[src/rtl/ins_enc_rv32i_s.sv]
// Streaming RV32I S-type (SB/SH/SW) encoder with a 2-entry address-tagged output buffer.
// Illegal funct3 inputs are consumed and dropped, flagged by err_pulse/err_sticky.
module ins_enc_rv32i_s #(
  parameter logic [31:0] BASE_ADDR = 32'h0000_0000
) (
  input  logic        clk,
  input  logic        rst_n,
  input  logic        flush,
  input  logic        in_valid,
  output logic        in_ready,
  input  logic [2:0]  funct3,
  input  logic [4:0]  rs1,
  input  logic [4:0]  rs2,
  input  logic [11:0] imm,
  output logic        out_valid,
  input  logic        out_ready,
  output logic [31:0] ins,
  output logic [31:0] addr,
  output logic        err_pulse,
  output logic        err_sticky,
  output logic [15:0] count
);

  logic [31:0] r_headIns;
  logic [31:0] r_headAddr;
  logic [31:0] r_tailIns;
  logic [31:0] r_tailAddr;
  logic [31:0] r_addrCtr;
  logic [1:0]  r_occ;
  logic        r_inReady;
  logic        r_errPulse;
  logic        r_errSticky;
  logic [15:0] r_count;

  logic        w_accept;
  logic        w_legal;
  logic        w_push;
  logic        w_pop;
  logic [1:0]  w_occNext;
  logic [31:0] w_ins;

  assign w_ins    = {imm[11:5], rs2, rs1, funct3, imm[4:0], 7'b0100011};
  assign w_accept = in_valid & r_inReady & ~flush;
  assign w_legal  = (funct3 <= 3'b010);
  assign w_push   = w_accept & w_legal;
  assign w_pop    = (r_occ != 2'd0) & out_ready & ~flush;

  always_comb begin
    w_occNext = r_occ;
    if (w_push && !w_pop)
      w_occNext = r_occ + 2'd1;
    else if (!w_push && w_pop)
      w_occNext = r_occ - 2'd1;
  end

  // Head/tail shift buffer: a push lands in the head when the head is free or being popped.
  always_ff @(posedge clk or negedge rst_n) begin
    if (!rst_n) begin
      r_headIns   <= 32'd0;
      r_headAddr  <= BASE_ADDR;
      r_tailIns   <= 32'd0;
      r_tailAddr  <= BASE_ADDR;
      r_addrCtr   <= BASE_ADDR;
      r_occ       <= 2'd0;
      r_inReady   <= 1'b0;
      r_errPulse  <= 1'b0;
      r_errSticky <= 1'b0;
      r_count     <= 16'd0;
    end else if (flush) begin
      r_occ       <= 2'd0;
      r_addrCtr   <= BASE_ADDR;
      r_count     <= 16'd0;
      r_errPulse  <= 1'b0;
      r_errSticky <= 1'b0;
      r_inReady   <= 1'b1;
    end else begin
      r_occ      <= w_occNext;
      r_inReady  <= (w_occNext < 2'd2);
      r_errPulse <= w_accept & ~w_legal;
      if (w_accept && !w_legal)
        r_errSticky <= 1'b1;
      if (w_push) begin
        r_addrCtr <= r_addrCtr + 32'd4;
        r_count   <= r_count + 16'd1;
      end
      if (w_push && (r_occ == 2'd0 || (r_occ == 2'd1 && w_pop))) begin
        r_headIns  <= w_ins;
        r_headAddr <= r_addrCtr;
      end else if (w_pop && r_occ == 2'd2) begin
        r_headIns  <= r_tailIns;
        r_headAddr <= r_tailAddr;
      end
      if (w_push && r_occ == 2'd1 && !w_pop) begin
        r_tailIns  <= w_ins;
        r_tailAddr <= r_addrCtr;
      end
    end
  end

  assign in_ready   = r_inReady;
  assign out_valid  = (r_occ != 2'd0);
  assign ins        = r_headIns;
  assign addr       = r_headAddr;
  assign err_pulse  = r_errPulse;
  assign err_sticky = r_errSticky;
  assign count      = r_count;

endmodule

[config.mk]
export PLATFORM = sky130hd
export DESIGN_NAME = ins_enc_rv32i_s
export DESIGN_NICKNAME = d
export VERILOG_FILES = /design/src/rtl/ins_enc_rv32i_s.sv
export SDC_FILE = /design/constraint.sdc
export NUM_CORES = 1
export LEC_CHECK = 0
export BUFFER_PORTS_ARGS = -buffer_cell sky130_fd_sc_hd__clkbuf_2
export CORE_MARGIN = 2
export CORE_UTILIZATION = 45
export DETAILED_ROUTE_END_ITERATION = 16
export PLACE_DENSITY = 0.68
export SYNTH_ARGS = -nofsm -noshare
export SYNTH_HDL_FRONTEND = slang
export SYNTH_SLANG_ARGS = --single-unit
[constraint.sdc]
create_clock -name clk -period 1.9 [get_ports clk]
set_input_delay 0.095 -clock clk [delete_from_list [all_inputs] [get_ports clk]]
set_output_delay 0.095 -clock clk [all_outputs]
set_load 0.005 [all_outputs]
== After elaboration in Yosys (flattened, before gate mapping) ==
Cells that the tools add are included.

* Flip-flop bits (word level): 177
* Input port bits: 30
* Output and inout bits: 84
* Word-level logic and storage cells: 60

* Add/subtract/negate cells: 4
* Magnitude comparators: 2
* Equality and inequality tests: 2
* Mux-type cells: 15
* Bitwise operators: 8
* Reduce and logical (&&, ||, !) cells: 19

{| class="wikitable"
|+ Operator list
! kind !! count
|-
| two-way mux 32 bit || 6
|-
| adder 32 x 3 -> 32 bit (second input constant) || 1
|-
| two-way mux 16 bit || 2
|-
| adder 16 x 1 -> 16 bit (second input constant) || 1
|-
| logical AND 1 bit || 8
|-
| nonzero test 2 bit || 4
|-
| bitwise AND 1 bit || 6
|-
| two-way mux 2 bit || 3
|-
| two-way mux 1 bit || 4
|-
| AND reduction 2 bit || 2
|-
| less-or-equal comparator 3 x 2 -> 1 bit (second input constant) || 1
|-
| logical NOT 1 bit || 3
|-
| adder 2 x 1 -> 2 bit (second input constant) || 1
|-
| equality test 2 x 1 -> 1 bit (second input constant) || 1
|-
| equality test 2 bit (second input constant) || 1
|-
| logical NOT 2 bit || 1
|-
| < comparator 2 bit (second input constant) || 1
|-
| NOT 1 bit || 2
|-
| subtractor 2 x 1 -> 2 bit (second input constant) || 1
|-
| logical OR 1 bit || 1
|}

== Longest topological paths before layout ==
Gate-level depths: netlist of the first run.

* Depth in word-level cells: 9
* Mapped depth: 8
* Gate-level depth less buffers: 7

== Worst setup path after synthesis of the first run ==
Ideal clock, no wire load.

* Path type: reg-to-reg
* From: register r_occ[0]
* To: register r_headAddr[20], in the netlist addr[20]
* Library setup time: 0.125 ns
* Arrival: 1.841 ns
* Required time: 1.775 ns
* Path slack: -0.066 ns
* Cell stages (with the launch flop): 9
* Buffers on the path: 2
* Period minus slack after synthesis: 1.966 ns
* Path through: dfrtp_1 -> inv_1 -> ha_1 -> nor2b_1 -> clkbuf_1 -> a2bb2oi_2 -> nor2_4 -> buf_4 -> mux2_2

* Longest elaborated chain between the ends: 8
* Elaborated cells between the ends (all ways): 13
* Those cells by class: 2 x eq/ne; 1 x mux; 2 x bitwise; 8 x reduce/logical

{| class="wikitable"
|+ RTL lines
! element !! line !! text
|-
| start: declaration || 29 || <nowiki>logic [1:0] r_occ;</nowiki>
|-
| start signal: assignment || 77 || <nowiki>r_occ <= w_occNext;</nowiki>
|-
| nonzero test 2 bit || 46 || <nowiki>assign w_pop = (r_occ != 2'd0) & out_ready & ~flush;</nowiki>
|-
| bitwise AND 1 bit (2 in series) || 46 ||
|-
| logical AND 1 bit || 86 || <nowiki>if (w_push && (r_occ == 2'd0 || (r_occ == 2'd1 && w_pop))) begin</nowiki>
|-
| logical OR 1 bit || 86 ||
|-
| logical AND 1 bit || 86 ||
|-
| nonzero test 2 bit (no source line) || - ||
|-
| AND reduction 2 bit (no source line) || - ||
|-
| end signal: assignment || 88 || <nowiki>r_headAddr <= r_addrCtr;</nowiki>
|-
| end signal: assignment || 91 || <nowiki>r_headAddr <= r_tailAddr;</nowiki>
|-
| end: declaration || 25 || <nowiki>logic [31:0] r_headAddr;</nowiki>
|}

Several ways; a longest one is shown, not always the timed one.
A chain may end at the register's enable or synchronous reset.

== Worst setup path after layout of the first run ==
* From: register r_occ[1]
* To: register r_headIns[31], in the netlist ins[31]

* Longest elaborated chain between the ends: 8
* Elaborated cells between the ends (all ways): 13
* Those cells by class: 2 x eq/ne; 1 x mux; 2 x bitwise; 8 x reduce/logical

{| class="wikitable"
|+ RTL lines
! element !! line !! text
|-
| nonzero test 2 bit || 46 ||
|-
| bitwise AND 1 bit (2 in series) || 46 ||
|-
| logical AND 1 bit || 86 ||
|-
| logical OR 1 bit || 86 ||
|-
| logical AND 1 bit || 86 ||
|-
| nonzero test 2 bit (no source line) || - ||
|-
| AND reduction 2 bit (no source line) || - ||
|-
| end signal: assignment || 87 || <nowiki>r_headIns <= w_ins;</nowiki>
|-
| end signal: assignment || 90 || <nowiki>r_headIns <= r_tailIns;</nowiki>
|-
| end: declaration || 24 || <nowiki>logic [31:0] r_headIns;</nowiki>
|}

Several ways; a longest one is shown, not always the timed one.

==> flow_metrics.tcl, run 1 <==
set metrics [dict create \
    power_frac_clock_pct 33.4 \
    synth_top_area_share_pct 54.3 \
    ys_seq_elements 163 \
    drc 0 \
    synth_area_leaders "dfrtp_1 54%, mux2_2 21%, mux2_1 3.6%" \
    post-route-util_pct 64.1 \
    routed_wl_mm 19.1 \
    internal_power_mw 7.74 \
    antenna_cells 0 \
    place_area_mm2 0.00859 \
    final_cells 1007 \
    crit_path_max_incr_delay_ns 0.40 \
    met2_usage_pct 36.2 \
    synth_edf_count 0 \
    cpMaxStageDelayCell "dfrtp_1" \
    min_path_cells 3 \
    top_usage_layer "met2" \
    setup_viol 88 \
    final_layout_size_suffix_gt1_share_pct 50.4 \
    postLayoutCellArea_mm2 0.0106 \
    ys_seq_area_share_pct 54.3 \
    area_delta_synth_final_pct 40.5 \
    path_clk_slew_ns 0.07 \
    mostFrequentLayoutCells "162 x dfrtp_1, 159 x mux2_4, 106 x clkbuf_2, 46 x buf_4, 43 x nor2_1" \
    setup_tns_ns -10.21 \
    track_usage_pct 21.4 \
    synthArstFlopShare_pct 100 \
    grt_antenna_before_repair 0 \
    final_common_cell "dfrtp_1" \
    overflow 0 \
    fin_crit_sh_pct 111 \
    numClockSinks 163 \
    ir_drop_v 0.000821 \
    multi_input_area_mm2 0.00385 \
    root_buffer "clkbuf_16" \
    rsz0062_at_grt "true" \
    path_common_cell "mux2_4" \
    io_pins 114 \
    crit_type "reg -> reg" \
    clockBufferDepth 2 \
    syn_area_mm2 0.00751 \
    synthFlopType "dfrtp_1" \
    start_util_pct 45.6 \
    dp_cells 927 \
    cts-buffers-inserted 17 \
    hp-class "in -> reg" \
    cp_cell_sequence "inv_2 -> ha_4 -> a21oi_4 -> nor3_4 -> buf_6 -> buf_8 -> buf_16 -> mux2_4 -> mux2_4" \
    register_area_mm2 0.00408 \
    netlist_instances 581 \
    fillers 1200 \
    coreArea_mm2 0.0165 \
    use_met3_pct 5.67 \
    die-width_um 133 \
    die_y_um 133 \
    rows 47 \
    maxSlewViolCount 0 \
    final.setup.worst_slack_ns -0.206 \
    worstPathMaxFanout 8 \
    hpwl_mm 10.7 \
    start_kind "flip-flop" \
    gp_congestion 0.782 \
    port_buffers 107 \
    drt-initial-drc-count 303 \
    worstRegToRegCells 9 \
    ys.warnings.count 0 \
    final_hold_viol_count 0 \
    p_leak_nw 5.02 \
    grt_max_degree 55 \
    grt_pass1_wl_mm 29.8 \
    period_needed_ns 2.11 \
    pwr-share-comb_pct 25.8 \
    first_pass_iters 4 \
    clk_latency_ns 0.43 \
    syn_avg_cell_area_um2 12.9 \
    cp-end-kind "flip-flop" \
    swShare_pct 25.9 \
    power_density_mw_per_mm2 989 \
    p_switching_mw 2.70 \
    seqPwrFrac_pct 40.8 \
    die_area_mm2 0.0177 \
    num_vias 5341 \
    cts_tree "done" \
    timing.fmax_mhz 475 \
    grt.met1_usage_pct 26.2 \
    arrival_ns 2.42 \
    grt_pass1_vias 5708 \
    fin_skew_ns 0.00897 \
    vias_per_cell 5.30 \
    yosysTopAreaCell "dfrtp_1" \
    cp.required_ns 2.21 \
    layout.nets 812 \
    ys_types 49 \
    drv_cap 0 \
    h-tree-depth 4 \
    status "finished, violations left" \
    wl_per_cell_um 19.0 \
    finalPower_mw 10.4 \
    r2r_slack_ns -0.21 \
    violations "setup timing" \
    postRouteAntennaNets 0 \
]
-- per-stage QoR --
stage / setup slack, ns / hold slack, ns
global route: -0.233 / 0.102
global placement: -0.0493 / 0.0587
finish: -0.206 / 0.112
CTS: -0.134 / 0.0784
detailed placement: -0.201 / 0.0631
floorplan: -0.0261 / -0.201
-- critical path, delay by kind of cell (launching register included) --
kind            cells  cell delay [ns]
fa+ha+maj           1             0.17
buf+inv             4             0.55
mux                 2             0.57
flops               1             0.40
simple gates        1             0.21
compound gates      1             0.06
-- metal layers --
| layer | wire length (µm) | vias to the layer above |
|---|---|---|
| met2 | 9810 | 139 |
| met4 | 434 | 0 |
| met3 | 747 | 27 |
| met5 | 0 | - |
| met1 | 8130 | 2763 |
| li1 | - | 2412 |
-- kinds of logic after synthesis --
kind of cell,share of synthesized area [%]
buffers and inverters,3.53
adders and majority gates,0.833
and+or+nand+nor,10.3
DFF,54.3
other,0.0499
AOI/OAI and AO/OA,1.95
xor gates and xnor gates,4.32
muxes,24.7
-- Yosys cell counts, types with 2 or more instances --
cell / count
buf_2: 2
nor4_1: 6
mux2_2: 138
nand4_1: 14
nand2_1: 22
nor2b_1: 2
o21ai_0: 10
nand2_2: 2
buf_4: 25
nor4b_1: 2
or3_1: 2
a21oi_1: 7
clkbuf_1: 7
and3_1: 2
ha_1: 5
dfrtp_1: 163
inv_1: 8
nor3_1: 12
xor2_1: 16
mux2_1: 24
xnor2_1: 21
nor3_2: 2
nor2_1: 43
nand3b_1: 5
nor3b_1: 2
nand3_1: 14
mux2i_1: 3
-- layout make-up --
cell class                 count  area share [%]
clock buffer                  20            4.33
timing repair buffer         207            16.4
clock inverter                 9            1.25
tap                          220            2.61
multi-input combinational    380            36.5
inverter                       8           0.285
sequential                   163            38.7
-- final timing paths --
path                                    from             end
worst max-delay path                r_occ[1]         ins[31]
worst min-delay path               funct3[1]         ins[13]
worst max register to register      r_occ[1]         ins[31]
worst min register to register  r_tailIns[5]    r_tailIns[5]
max in group asynchronous              rst_n        addr[12]
min in group asynchronous              rst_n  r_tailAddr[28]
-- state kept, by name (all words and copies together), names as in the netlist, 2 cells and up --
register,count
addr,30
r_addrCtr,30
r_tailAddr,30
ins,26
r_tailIns,26
count,16
r_occ,2
-- power by group through the flow --
stage | Sequential [mW] | Clock [mW] | Combinational (mW)
after floorplan | 4.21 | 0 | 1.10
after CTS | 4.22 | 3.53 | 2.41
final | 4.25 | 3.49 | 2.69
after global placement | 4.22 | 0 | 1.71
after detailed placement | 4.26 | 0 | 1.80
after global routing | 4.30 | 3.70 | 2.86
-- what timing repair did --
item	CTS	global route
hold endpoints to repair	68	0
endpoints found under the setup margin	110	117
gates cloned	6	5
buffers inserted	13	5
gates resized for setup	149	51
hold buffers	25	0
pin swaps	3	3
No activity file was read; power rests on OpenSTA's default activity.
==> run 2: changes to the inputs <==
CORE_UTILIZATION = 50   (was 45)
PLACE_DENSITY = 0.74   (was 0.68)
==> flow_metrics.tcl, run 2 (synthesis results as in run 1) <==
set metrics [dict create \
    violations "setup timing" \
    grt_max_degree 61 \
    die_y_um 127 \
    start_kind "flip-flop" \
    h-tree-depth 4 \
    start_util_pct 51.5 \
    drv_cap 0 \
    rows 44 \
    grt_pass1_wl_mm 28.3 \
    timing.fmax_mhz 484 \
    first_pass_iters 5 \
    rr_startpoint "r_occ[0]" \
    dp_slack_ns -0.135 \
    cp_cell_sequence "inv_2 -> ha_4 -> buf_6 -> nor2b_4 -> a2bb2oi_4 -> nor2_4 -> buf_12 -> clkbuf_16 -> mux2_2" \
    layout.nets 817 \
    cpMaxStageDelayCell "dfrtp_1" \
    seqPwrFrac_pct 40.8 \
    r2r_slack_ns -0.17 \
    drt-initial-drc-count 503 \
    finalPower_mw 10.5 \
    num_vias 5756 \
    grt_pass1_vias 5641 \
    pwr-share-comb_pct 26.8 \
    drc 0 \
    final_layout_size_suffix_gt1_share_pct 50.3 \
    final_cells 978 \
    power_density_mw_per_mm2 992 \
    fin_skew_ns 0.00968 \
    antenna_cells 0 \
    postRouteAntennaNets 0 \
    hp-class "in -> async" \
    cp_top_family "buffers and inverters" \
    status "finished, violations left" \
    port_buffers 107 \
    final_hold_viol_count 0 \
    numClockSinks 163 \
    internal_power_mw 7.56 \
    worstRegToRegCells 9 \
    crit_type "reg -> reg" \
    cp-end-kind "flip-flop" \
    maxSlewViolCount 0 \
    swShare_pct 27.9 \
    mostFrequentLayoutCells "163 x dfrtp_1, 123 x mux2_4, 106 x clkbuf_2, 43 x nor2_1, 41 x buf_4" \
    top_usage_layer "met2" \
    gp_congestion 0.754 \
    cts_tree "done" \
    ir_drop_v 0.000761 \
    crit_buf_inv 4 \
    grt.met1_usage_pct 28.2 \
    power_frac_clock_pct 32.4 \
    met2_usage_pct 37.7 \
    p_switching_mw 2.92 \
    setup_viol 112 \
    p_leak_nw 5.05 \
    fin_crit_sh_pct 109 \
    final.setup.worst_slack_ns -0.167 \
    coreArea_mm2 0.0146 \
    io_pins 114 \
    hpwl_mm 10.5 \
    routed_wl_mm 22.5 \
    period_needed_ns 2.07 \
    clockBufferDepth 2 \
    critPathCapture "ins[13]" \
    final_common_cell "dfrtp_1" \
    r2r_end "ins[13]" \
    grt_antenna_before_repair 0 \
    overflow 0 \
    path_clk_slew_ns 0.07 \
    wl_per_cell_um 23.0 \
    area_delta_synth_final_pct 40.6 \
    cts-buffers-inserted 17 \
    cp.required_ns 2.22 \
    die-width_um 127 \
    root_buffer "clkbuf_16" \
    use_met3_pct 4.85 \
    rsz0062_at_grt "true" \
    startpoint "r_occ[0]" \
    worstPathMaxFanout 8 \
    setup_tns_ns -12.43 \
    dp_cells 885 \
    track_usage_pct 22.4 \
    crit_path_max_incr_delay_ns 0.44 \
    cp_num_cells 9 \
    die_area_mm2 0.0160 \
    vias_per_cell 5.89 \
    arrival_ns 2.38 \
    clk_latency_ns 0.44 \
]
run 2: changes by cell type in the layout (fill, tap and decap cells not counted), moves of 2 or more:
cell and delta:
clkinv_4 +2, mux2_4 -36, buf_6 +4, buf_4 -5, bufinv_16 -2, clkbuf_16 +8
buf_12 -2, mux2_2 +29, mux2_1 +7
run 2: final cells by class:
cell class              count  area [µm²]
repair buffers            212        1890
multi-input cells         380        3760
fillers                   822        4030
inverters                   8        30.0
clock buffers              21         470
flip-flops and latches    163        4080
clock inverters            10         100
well taps                 184         230
run 2: worst min path at each step:
stage | slack [ns] | startpoint | depth (start not counted) | to
6_report | 0.08 | rst_n | 2 | addr[13]
5_1_grt | 0.1 | rst_n | 2 | addr[13]
4_1_cts | 0.08 | rst_n | 2 | addr[13]
3_5_place_dp | -0.03 | rst_n | 1 | addr[13]
3_3_place_gp | -0.03 | rst_n | 1 | addr[12]
2_1_floorplan | -0.20 | rst_n | 0 | addr[10]
run 2: metrics by stage:
stage | util [%] | area, µm² | hold slack, ns
floorplan | - | 7530 | -0.201
global placement | 58.2 | 8490 | -0.0308
detailed placement | 58.2 | 8490 | -0.0296
CTS | 66.0 | 9630 | 0.0774
global route | 72.4 | 10600 | 0.0972
finish | 72.4 | 10600 | 0.0816
run 2: power by group through the flow:
stage	Clock (mW)	Combinational, mW	Sequential (mW)
detailed placement	0	1.77	4.25
CTS	3.37	2.07	4.21
global route	3.53	2.98	4.31
global placement	0	1.69	4.22
finish	3.39	2.81	4.27
floorplan	0	1.10	4.21
run 2: timing repair:
action,in CTS,in global routing
hold buffers,25,0
hold endpoints to repair,187,0
cloned,6,15
pin swaps,5,6
resized for setup,26,143
buffers inserted,9,8
endpoints found under the setup margin,110,114
run 2: metal layers:
layer	share of wire [%]	wire length [µm]
met1	40	9000
met5	0	0
met2	50	11200
met4	4.1	926
met3	6.1	1380
==> run 3: changes to the inputs <==
PLACE_DENSITY = 0.71   (was 0.74)
clock period = 2.11 ns   (was 1.9 ns; I/O delays follow)
==> flow_metrics.tcl, run 3 (synthesis results as in run 1) <==
set metrics [dict create \
    hp-class "in -> reg" \
    start_kind "flip-flop" \
    worstPathMaxFanout 15 \
    die-width_um 127 \
    rows 44 \
    cp.required_ns 2.41 \
    rsz0062_at_grt "true" \
    area_delta_synth_final_pct 24.2 \
    layout.nets 769 \
    first_pass_iters 4 \
    fin_skew_ns 0.00614 \
    cpMaxStageDelayCell "dfrtp_1" \
    maxSlewViolCount 0 \
    crit_path_max_incr_delay_ns 0.41 \
    arrival_ns 2.35 \
    port_buffers 107 \
    power_density_mw_per_mm2 927 \
    multi_input_area_mm2 0.00321 \
    gp_congestion 0.809 \
    numClockSinks 163 \
    cp_top_family "multiplexers" \
    p_switching_mw 2.11 \
    die_area_mm2 0.0160 \
    cp_cell_sequence "inv_1 -> ha_2 -> a21oi_2 -> nor3_4 -> buf_6 -> buf_12 -> mux2_2 -> mux2_2" \
    grt_max_degree 69 \
    status "complete, no violations" \
    final_common_cell "dfrtp_1" \
    overflow 0 \
    power_frac_clock_pct 38.1 \
    die_y_um 127 \
    pwr-share-comb_pct 18.0 \
    drt-initial-drc-count 351 \
    period_needed_ns 2.05 \
    track_usage_pct 20.6 \
    path_common_cell "mux2_2" \
    top_usage_layer "met2" \
    routed_wl_mm 15.6 \
    num_vias 5015 \
    wl_per_cell_um 16.8 \
    cts-buffers-inserted 17 \
    met2_usage_pct 33.2 \
    fin_crit_sh_pct 97.1 \
    grt_pass1_wl_mm 26.4 \
    cts_tree "done" \
    io_pins 114 \
    h-tree-depth 4 \
    clk_latency_ns 0.42 \
    grt.met1_usage_pct 27.2 \
    drv_cap 0 \
    postRouteAntennaNets 0 \
    coreArea_mm2 0.0146 \
    register_area_mm2 0.00408 \
    timing.fmax_mhz 488 \
    swShare_pct 24.3 \
    seqPwrFrac_pct 43.9 \
    hpwl_mm 10.5 \
    finalPower_mw 8.65 \
    root_buffer "clkbuf_16" \
    path_clk_slew_ns 0.06 \
    clockBufferDepth 2 \
    internal_power_mw 6.54 \
    start_util_pct 51.5 \
    grt_pass1_vias 5312 \
    p_leak_nw 4.54 \
    final_layout_size_suffix_gt1_share_pct 43.5 \
    setup_viol 0 \
    use_met3_pct 5.23 \
    antenna_cells 0 \
    post-route-util_pct 63.9 \
    crit_type "reg -> reg" \
    ir_drop_v 0.000672 \
    drc 0 \
    final_hold_viol_count 0 \
    crit_buf_inv 3 \
    cp-end-kind "flip-flop" \
    grt_antenna_before_repair 0 \
    vias_per_cell 5.39 \
    fillers 1078 \
    mostFrequentLayoutCells "163 x dfrtp_1, 138 x mux2_2, 106 x clkbuf_2, 43 x nor2_1, 25 x dlygate4sd3_1" \
]
==> run 3: cell types whose count changed in the layout (fill, tap and decap cells not counted), sizes merged <==
| cell | previous run | this run |
|---|---|---|
| buf | 69 | 32 |
| clkbuf | 139 | 131 |
| bufinv | 1 | 4 |
| clkinv | 3 | 1 |
| inv | 10 | 8 |
| clkinvlp | 4 | 3 |
==> run 3: final cells by class <==
| cell class | count | area share [%] |
|---|---|---|
| timing repair buffer | 164 | 12.2 |
| multi-input combinational | 380 | 34.4 |
| tap | 184 | 2.47 |
| clock buffer | 24 | 5.27 |
| sequential | 163 | 43.7 |
| inverter | 8 | 0.322 |
| clock inverter | 8 | 1.58 |
==> run 3: power by group through the flow <==
| stage | Clock [mW] | Sequential (mW) | Combinational, mW |
|---|---|---|---|
| finish | 3.30 | 3.79 | 1.56 |
| global route | 3.50 | 3.85 | 1.71 |
| CTS | 3.35 | 3.79 | 1.56 |
| detailed placement | 0 | 3.84 | 1.50 |
| global placement | 0 | 3.81 | 1.43 |
| floorplan | 0 | 3.79 | 0.990 |
==> run 3: worst paths after layout <==
check	startpoint	end	slack [ns]	cells after the start
max	r_occ[0]	addr[17]	0.06	8
min	in_valid	err_pulse	0.06	3
max reg2reg	r_occ[0]	addr[17]	0.06	8
min reg2reg	r_tailIns[5]	r_tailIns[5]	0.48	1
max in group asynchronous	rst_n	addr[6]	1.15	3
min in group asynchronous	rst_n	r_tailAddr[10]	0.18	2
==> run 3: what timing repair did <==
action / 4_1_cts / 5_1_grt
pin swaps: 0 / 1
endpoints found under the hold margin: 86 / 0
resized for setup: 3 / 4
setup buffers: 0 / 2
hold buffers: 25 / 0
setup endpoints to repair: 32 / 37
cloned: 0 / 1
==> run 3: metal layers <==
layer  up-vias  wire length [µm]
met4         0               165
met1      2558              7030
met3        14               636
met2       103              7790
met5         -                 0
li1       2340                 -
==> run 3: metrics by stage <==
step | TNS, ns | hold WS (ns) | setup WS [ns] | cells | cell area, µm²
after floorplan | 0 | -0.190 | 0.144 | 586 | 7530
after global placement | 0 | 0.0471 | 0.0898 | 871 | 8370
after detailed placement | -0.0762 | 0.0574 | -0.0150 | 871 | 8370
after CTS | 0 | 0.0370 | 0.0264 | 928 | 9270
after global routing | -0.246 | 0.0780 | -0.0326 | 931 | 9330
final | 0 | 0.0574 | 0.0609 | 931 | 9330
==> run 3: worst reg2reg max path: cells and delay by family, from the launching register on <==
kind	cells	cell delay [ns]
flops	1	0.41
fa+ha+maj	1	0.21
buf+inv	3	0.42
compound gates	1	0.06
mux	2	0.64
simple gates	1	0.18
